**config.mk**
```make
export PLATFORM = sky130hd
export DESIGN_NAME = pool1_ctrl
export DESIGN_NICKNAME = d
export VERILOG_FILES = /design/src/rtl/pool1_ctrl_pkg.sv /design/src/rtl/pool1_addr_gen.sv /design/src/rtl/pool1_ctrl.sv
export SDC_FILE = /design/constraint.sdc
export NUM_CORES = 1
export LEC_CHECK = 0
export CAP_MARGIN = 20
export CORE_ASPECT_RATIO = 1.75
export CORE_MARGIN = 5
export CORE_UTILIZATION = 60
export DETAILED_ROUTE_END_ITERATION = 8
export PLACE_DENSITY = 0.83
export SYNTH_ARGS = -nofsm -noshare
export SYNTH_HDL_FRONTEND = slang
export SYNTH_SLANG_ARGS = --single-unit
export TNS_END_PERCENT = 5
```
**constraint.sdc**
```tcl
create_clock -name clk -period 4.6 [get_ports clk]
set_clock_uncertainty 0.05 [all_clocks]
set_input_delay 1.15 -clock clk [delete_from_list [all_inputs] [get_ports clk]]
set_output_delay 1.15 -clock clk [all_outputs]
set_load 0.005 [all_outputs]
```
**src/rtl/pool1_ctrl_pkg.sv**
```systemverilog
// Shared LeNet constants and the FSM state encoding for the pool1 controller.
// No logic; types and localparams only.
// Imported by pool1_ctrl and pool1_addr_gen.
package pool1_ctrl_pkg;

  localparam int IN_W   = 28;              // f2 map width/height
  localparam int OUT_W  = 14;              // f3 map width/height
  localparam int F2_AW  = 10;              // f2 buffer address width
  localparam int F3_AW  = 8;               // f3 buffer address width
  localparam int WIN_N  = 196;             // pooling windows per map set
  localparam int WIN_EL = 4;               // elements per 2x2 window
  localparam int RD_N   = WIN_N * WIN_EL;  // f2 reads per run (784)

  typedef enum logic [1:0] {
    IDLE  = 2'd0,
    RUN   = 2'd1,
    DRAIN = 2'd2,
    DONE  = 2'd3
  } state_t;

endpackage

```
**src/rtl/pool1_addr_gen.sv**
```systemverilog
// Window/element counters and f2/f3 address arithmetic for 2x2 max-pool scan.
// Outputs are combinational from the counters; counters step once per i_adv.
// No backpressure: the caller advances every cycle it issues a read.
module pool1_addr_gen
  import pool1_ctrl_pkg::*;
(
  input  logic             clk,
  input  logic             rst,
  input  logic             i_clr,
  input  logic             i_adv,
  output logic [F2_AW-1:0] o_raddr,
  output logic [F3_AW-1:0] o_win,
  output logic             o_el0,
  output logic             o_el3,
  output logic             o_last
);

  logic [3:0] r_row;   // window row r, 0..13
  logic [3:0] r_col;   // window column c, 0..13
  logic [1:0] r_el;    // element within window: {dy, dx}

  logic             w_col_end;
  logic             w_row_end;
  logic [F2_AW-1:0] w_f2_row;
  logic [F2_AW-1:0] w_f2_col;

  assign w_col_end = (r_col == 4'(OUT_W - 1));
  assign w_row_end = (r_row == 4'(OUT_W - 1));

  // Element order within a window: (2r,2c), (2r,2c+1), (2r+1,2c), (2r+1,2c+1)
  assign w_f2_row = F2_AW'({r_row, 1'b0}) + F2_AW'(r_el[1]);
  assign w_f2_col = F2_AW'({r_col, 1'b0}) + F2_AW'(r_el[0]);
  assign o_raddr  = w_f2_row * F2_AW'(IN_W) + w_f2_col;
  assign o_win    = F3_AW'(r_row) * F3_AW'(OUT_W) + F3_AW'(r_col);
  assign o_el0    = (r_el == 2'd0);
  assign o_el3    = (r_el == 2'd3);
  assign o_last   = o_el3 && w_col_end && w_row_end;

  // Row-major window scan; element counter is innermost, column wraps into row
  always_ff @(posedge clk or posedge rst) begin
    if (rst) begin
      r_row <= '0;
      r_col <= '0;
      r_el  <= '0;
    end else if (i_clr) begin
      r_row <= '0;
      r_col <= '0;
      r_el  <= '0;
    end else if (i_adv) begin
      r_el <= r_el + 2'd1;
      if (r_el == 2'd3) begin
        if (w_col_end) begin
          r_col <= '0;
          r_row <= w_row_end ? 4'd0 : r_row + 4'd1;
        end else begin
          r_col <= r_col + 4'd1;
        end
      end
    end
  end

endmodule

```
**src/rtl/pool1_ctrl.sv**
```systemverilog
// Sequences one 28x28 -> 14x14 2x2 pooling pass: f2 reads, pool clear, f3 writes.
// 788 cycles start-to-IDLE; one f2 read per cycle, f3 write 2 cycles after element 3.
// No backpressure: start is only accepted in IDLE and the run never stalls.
module pool1_ctrl
  import pool1_ctrl_pkg::*;
(
  input  logic             clk,
  input  logic             rst,
  input  logic             start,
  output logic             busy,
  output logic             done,
  output logic [F2_AW-1:0] f2_raddr,
  output logic             f2_ren,
  output logic             pool1_clr,
  output logic [F3_AW-1:0] f3_waddr,
  output logic             f3_wen
);

  state_t r_state;
  state_t w_nxt;

  logic             w_run;
  logic [F2_AW-1:0] w_raddr;
  logic [F3_AW-1:0] w_win;
  logic             w_el0;
  logic             w_el3;
  logic             w_last;

  logic             r_busy;
  logic             r_done;
  logic [F2_AW-1:0] r_f2_raddr;
  logic             r_f2_ren;
  logic             r_pool1_clr;
  logic [F3_AW-1:0] r_f3_waddr;
  logic             r_f3_wen;

  // Delay lines: element 0 flag (clear lands with its read data),
  // element 3 flag plus window index (write lands after the pool unit's register)
  logic             r_e0_d1;
  logic             r_e3_d1;
  logic             r_e3_d2;
  logic [F3_AW-1:0] r_win_d1;
  logic [F3_AW-1:0] r_win_d2;

  assign w_run = (r_state == RUN);

  pool1_addr_gen u_addr_gen (
    .clk     (clk),
    .rst     (rst),
    .i_clr   (r_state == IDLE),
    .i_adv   (w_run),
    .o_raddr (w_raddr),
    .o_win   (w_win),
    .o_el0   (w_el0),
    .o_el3   (w_el3),
    .o_last  (w_last)
  );

  // State register
  always_ff @(posedge clk or posedge rst) begin
    if (rst) r_state <= IDLE;
    else     r_state <= w_nxt;
  end

  // Next-state logic; DRAIN ends once the last window's write is on the bus
  always_comb begin
    w_nxt = r_state;
    case (r_state)
      IDLE:    if (start) w_nxt = RUN;
      RUN:     if (w_last) w_nxt = DRAIN;
      DRAIN:   if (r_f3_wen && (r_f3_waddr == F3_AW'(WIN_N - 1))) w_nxt = DONE;
      DONE:    w_nxt = IDLE;
      default: w_nxt = IDLE;
    endcase
  end

  // Registered outputs and delay lines; addresses forced to 0 when not enabled
  always_ff @(posedge clk or posedge rst) begin
    if (rst) begin
      r_busy      <= 1'b0;
      r_done      <= 1'b0;
      r_f2_ren    <= 1'b0;
      r_f2_raddr  <= '0;
      r_pool1_clr <= 1'b0;
      r_f3_wen    <= 1'b0;
      r_f3_waddr  <= '0;
      r_e0_d1     <= 1'b0;
      r_e3_d1     <= 1'b0;
      r_e3_d2     <= 1'b0;
      r_win_d1    <= '0;
      r_win_d2    <= '0;
    end else begin
      r_busy      <= (w_nxt == RUN) || (w_nxt == DRAIN);
      r_done      <= (w_nxt == DONE);
      r_f2_ren    <= w_run;
      r_f2_raddr  <= w_run ? w_raddr : '0;
      r_e0_d1     <= w_run && w_el0;
      r_pool1_clr <= r_e0_d1;
      r_e3_d1     <= w_run && w_el3;
      r_win_d1    <= (w_run && w_el3) ? w_win : '0;
      r_e3_d2     <= r_e3_d1;
      r_win_d2    <= r_win_d1;
      r_f3_wen    <= r_e3_d2;
      r_f3_waddr  <= r_e3_d2 ? r_win_d2 : '0;
    end
  end

  assign busy      = r_busy;
  assign done      = r_done;
  assign f2_ren    = r_f2_ren;
  assign f2_raddr  = r_f2_raddr;
  assign pool1_clr = r_pool1_clr;
  assign f3_wen    = r_f3_wen;
  assign f3_waddr  = r_f3_waddr;

endmodule

```
* Word level (Yosys, flattened, before mapping) *
Index checks and enable logic that the tools add are counted.

storage, ports and cells
  bits in registers = 54
  input bits = 3
  output and inout bits = 23
  word-level logic and storage cells = 66

cells by class
  $add $sub $neg = 7
  multiply operators = 2
  equality and inequality tests = 10
  multiplexer cells = 18
  reduce and logical (&&, ||, !) cells = 13

operators with widths
  cell                                                  number
  two-way mux 4 bit                                     9
  two-way mux 8 bit                                     2
  adder 5 x 1 -> 6 bit                                  2
  adder 10 bit                                          1
  equality test 2 bit (second input constant)           5
  multiplier 10 x 3 -> 8 bit (second input constant)    1
  two-way mux 10 bit                                    1
  two-way mux 2 bit                                     5
  adder 4 x 1 -> 4 bit (second input constant)          2
  adder 8 x 4 -> 8 bit                                  1
  equality test 4 bit (second input constant)           2
  equality test 8 bit (second input constant)           1
  one-hot mux 2 bit (4 select lines)                    1
  multiplier 4 x 3 -> 7 bit (second input constant)     1
  nonzero test 2 bit                                    3
  logical AND 1 bit                                     5
  equality test 2 x 1 -> 1 bit (second input constant)  2
  zero test 2 bit                                       2
  AND reduction 3 bit                                   1
  adder 2 x 1 -> 2 bit (second input constant)          1
  AND reduction 2 bit                                   1
  logical OR 1 bit                                      1

* Longest topological paths before layout *
  depth after elaboration = 7
  depth in mapped cells = 9
  mapped depth without buffers = 9

* Modules after synthesis *
A second synthesis with hierarchy kept.

second synthesis, totals
  cell total of the unflattened synthesis = 231
  area total of the unflattened synthesis = 2755.1 sq um

by module, submodules not included
  module          instances  cells each  area each (sq um)  sequential area each (sq um)
  pool1_ctrl      1          87          1382.6             1101.1
  pool1_addr_gen  1          144         1372.6             250.2

* Worst setup path after synthesis *
OpenSTA, ideal clock, no wires.

  path kind = flip-flop to flip-flop
  start = reg u_addr_gen.r_row[1]
  end = reg r_f2_raddr[8] (netlist: f2_raddr[8])
  library setup time = 0.123 ns
  data arrival time = 2.388 ns
  required time = 4.427 ns
  slack = 2.040 ns
  cell stages (with the launch flop) = 8
  buffers on the path = 0
  clock period less this slack = 2.560 ns
  path through = dfrtp_1 > fa_1 > ha_1 > fa_1 > o21ai_0 > or2_2 > nand2b_1 > mux2i_1

on the way
  longest elaborated chain between the ends = 4

RTL lines
  element                     line                  RTL
  start, declared             pool1_addr_gen.sv:18  logic [3:0] r_row;
  start signal, assigned      pool1_addr_gen.sv:54  r_row <= w_row_end ? 4'd0 : r_row + 4'd1;
  adder 5 x 1 -> 6 bit        pool1_addr_gen.sv:31  assign w_f2_row = F2_AW'({r_row, 1'b0}) + F2_AW'(r_el[1]);
  multiplier 10 x 3 -> 8 bit  pool1_addr_gen.sv:33  assign o_raddr = w_f2_row * F2_AW'(IN_W) + w_f2_col;
  adder 10 bit                pool1_addr_gen.sv:33
  two-way mux 10 bit          pool1_ctrl.sv:96      r_f2_raddr <= w_run ? w_raddr : '0;
  end signal, assigned        pool1_ctrl.sv:96
  end, declared               pool1_ctrl.sv:31      logic [F2_AW-1:0] r_f2_raddr;

No other way between the ends.
A chain may end at the register's enable or synchronous reset.

* Worst setup path after layout *
Same ends and word-level chain as after synthesis.

==> qor.csv <==
stage,metric,value,unit
synthesis,synthCells,226,
cts,clkLatencyLatePin,0.31,ns
synthesis,synth_edf_count,0,
route,num_vias,1711,
power_and_ir_drop,total_power,0.811,mW
timing,worstMarginPinSlew,0.866,ns
worst_setup_path,crit_type,flip-flop to flip-flop,
placed_design,finalWeightedCongestion,0.867,
synthesis,synth_fp_nets,260,
timing,fmax,0.366,GHz
synthesis,syn_area_per_cell,11.7,sq um
route,wl_per_cell,16.1,um
final_layout,final_cell_mix,"dfrtp_1 (54), clkdlybuf4s50_1 (25), ha_1 (23)",
worst_setup_path,critPathMaxFanout,9,
power_and_ir_drop,ir_worst_vdd,199,uV
route,route.detailed.drc,0,
worst_setup_path,required,4.78,ns
final_layout,final_core_util,70.7,%
cts,cts_sinks,54,
placed_design,dp_hpwl,3.67,mm
cts,postCtsSetupBuffers,0,
power_and_ir_drop,powerDensity,265,nW/um^2
timing,rsz0062_at_grt,false,
placed_design,io_buffer_count,25,
placed_design,place_ws,1.86,ns
timing,hold_viol,0,
route,via_per_inst,5.61,
global_routing,grt.overflow.total,0,
worst_setup_path,critPathCaptureType,flip-flop,
die,num_rows,32,
synthesis,ys_seq_area_share,51.1,%
final_layout,area_growth,15.6,%
synthesis,synthFlopType,dfrtp_1,
worst_hold_path,hold_path.class,flip-flop to flip-flop,
final_layout,nets,287,
worst_setup_path,cp-start-kind,flip-flop,
global_routing,grt_max_degree,44,
die,boundaryPins,26,
job,cap_violations,0,
cts,cts.path.max_buffers,2,
route,drt_iter0_drc,40,
timing,hold_ws,0.306,ns
timing,setup_tns,0,ns
final_layout,antenna_cells,0,
global_routing,grt_pass1_wl,8.34,mm
synthesis,synth_area_leaders,"dfrtp_1 (51%), ha_1 (11%), fa_1 (6.1%)",
cts,cts_tree,done,
timing,period_needed,2.73,ns
synthesis,ys_async_sr_fraction,100,%
final_layout,final_layout_size_suffix_gt1_share,6.30,%
synthesis,yosys.cell_types.count,39,
die,die_height,97.8,um
synthesis,ys_ff_latch,54,
timing,timing.final.ws_setup,1.87,ns
route,drt_wl_total,4.92,mm
global_routing,grt_pass1_vias,1786,
die,die-area,5890,sq um
power_and_ir_drop,power_leakage,1.55,nW
die,initial_utilization,61.1,%
cts,hold_buffers,0,
cts,cts.clk_slew.worst_paths,0.10,ns
status,status,completed,
timing,finalMaxSlewViolations,0,
synthesis,syn_area,2640,sq um
timing,setup_viol,0,
synthesis,yosysWarnings,0,
route,firstDrtPassIters,4,
die,design.core.area,4320,sq um
cts,cts_buffers,5,
route,ant_nets,0,
cts,cts_repair_resize_count,0,
synthesis,synth_top_area_share,51.1,%
global_routing,grt_use_total,19.1,%
synthesis,synth_top_area_cell,dfrtp_1,
timing,period_share,59.4,%
timing,slew_headroom,42.2,%
worst_setup_path,crit_arrival,2.91,ns
final_layout,layout_commonest_cell,dfrtp_1,
global_routing,antenna_found_initial,0,
cts,cts_htree_levels,2,
cts,root_buffer,clkbuf_8,
die,fp.dieW,60.2,um
==> final timing paths <==
path	start	endpoint	slack (ns)	cells past startpoint
worst max-delay path	u_addr_gen.r_row[1]$_DFFE_PP0P_	f2_raddr[8]$_DFF_PP0_	1.87	8
worst min-delay path	r_e3_d1$_DFF_PP0_	r_e3_d2$_DFF_PP0_	0.31	0
worst max register to register	u_addr_gen.r_row[1]$_DFFE_PP0P_	f2_raddr[8]$_DFF_PP0_	1.87	8
worst min register to register	r_e3_d1$_DFF_PP0_	r_e3_d2$_DFF_PP0_	0.31	0
max in group asynchronous	rst	r_win_d1[0]$_DFF_PP0_	2.52	3
min in group asynchronous	rst	f3_waddr[7]$_DFF_PP0_	1.29	2
==> flip-flops by register name (all words and copies together) (netlist names), 2 cells and up <==
signal            cells
f2_raddr             10
f3_waddr              8
r_win_d1              8
r_win_d2              8
u_addr_gen.r_col      4
u_addr_gen.r_row      4
r_state               2
u_addr_gen.r_el       2
==> metrics by stage <==
| stage | std cells | instance area, sq um |
|---|---|---|
| 2_1_floorplan | 226 | 2640 |
| 3_3_place_gp | 297 | 2940 |
| 3_5_place_dp | 297 | 2940 |
| 4_1_cts | 305 | 3060 |
| 5_1_grt | 305 | 3060 |
| 6_report | 305 | 3060 |
==> synth_stat cells (4+ instances only) <==
master	n
clkbuf_1	4
o21ai_0	13
a21oi_1	11
fa_1	8
and2_1	11
inv_1	17
mux2i_1	4
ha_1	23
a22o_1	8
xnor2_1	7
dfrtp_1	54
nand2_1	11
a21o_1	4
nor2b_1	4
nor2_1	9
and3_1	4
==> cell families after synthesis <==
logic type                 share of synthesized area, %
buffers and inverters                              3.36
and+or+nand+nor                                    12.7
xor gates and xnor gates                           3.31
DFF                                                51.1
adders and majority gates                          16.9
muxes                                              1.51
AOI/OAI and AO/OA                                  11.1
==> routing by layer <==
layer	GRT usage, %	vias up	wire length [um]
met5	0	-	0
li1	-	819	-
met1	20.6	840	1730
met4	10.9	0	192
met2	33.5	40	2830
met3	2.78	12	174
==> layout make-up <==
class,instances,area (sq um)
clock buffer,5,68.8
tap,51,63.8
sequential,54,1350
inverter,17,63.8
clock inverter,3,47.5
multi-input combinational,149,1200
fill,312,1270
timing repair buffer,26,258
==> critical path, cell delays in order (launching register included) <==
cell	delay, ns
dfrtp_1	0.58
fa_1	0.48
ha_1	0.29
ha_1	0.32
nor2b_1	0.20
o21ai_0	0.12
or2_2	0.29
nand2b_1	0.15
mux2i_1	0.17
==> power breakdown <==
group	total [mW]	switching (mW)	leakage (nW)	internal, mW
clock	0.325	0.160	0.0587	0.165
sequential	0.474	0	0.694	0.474
combinational	0.0112	0.00910	0.795	0.00211
Power figures use the tool's default switching activity.
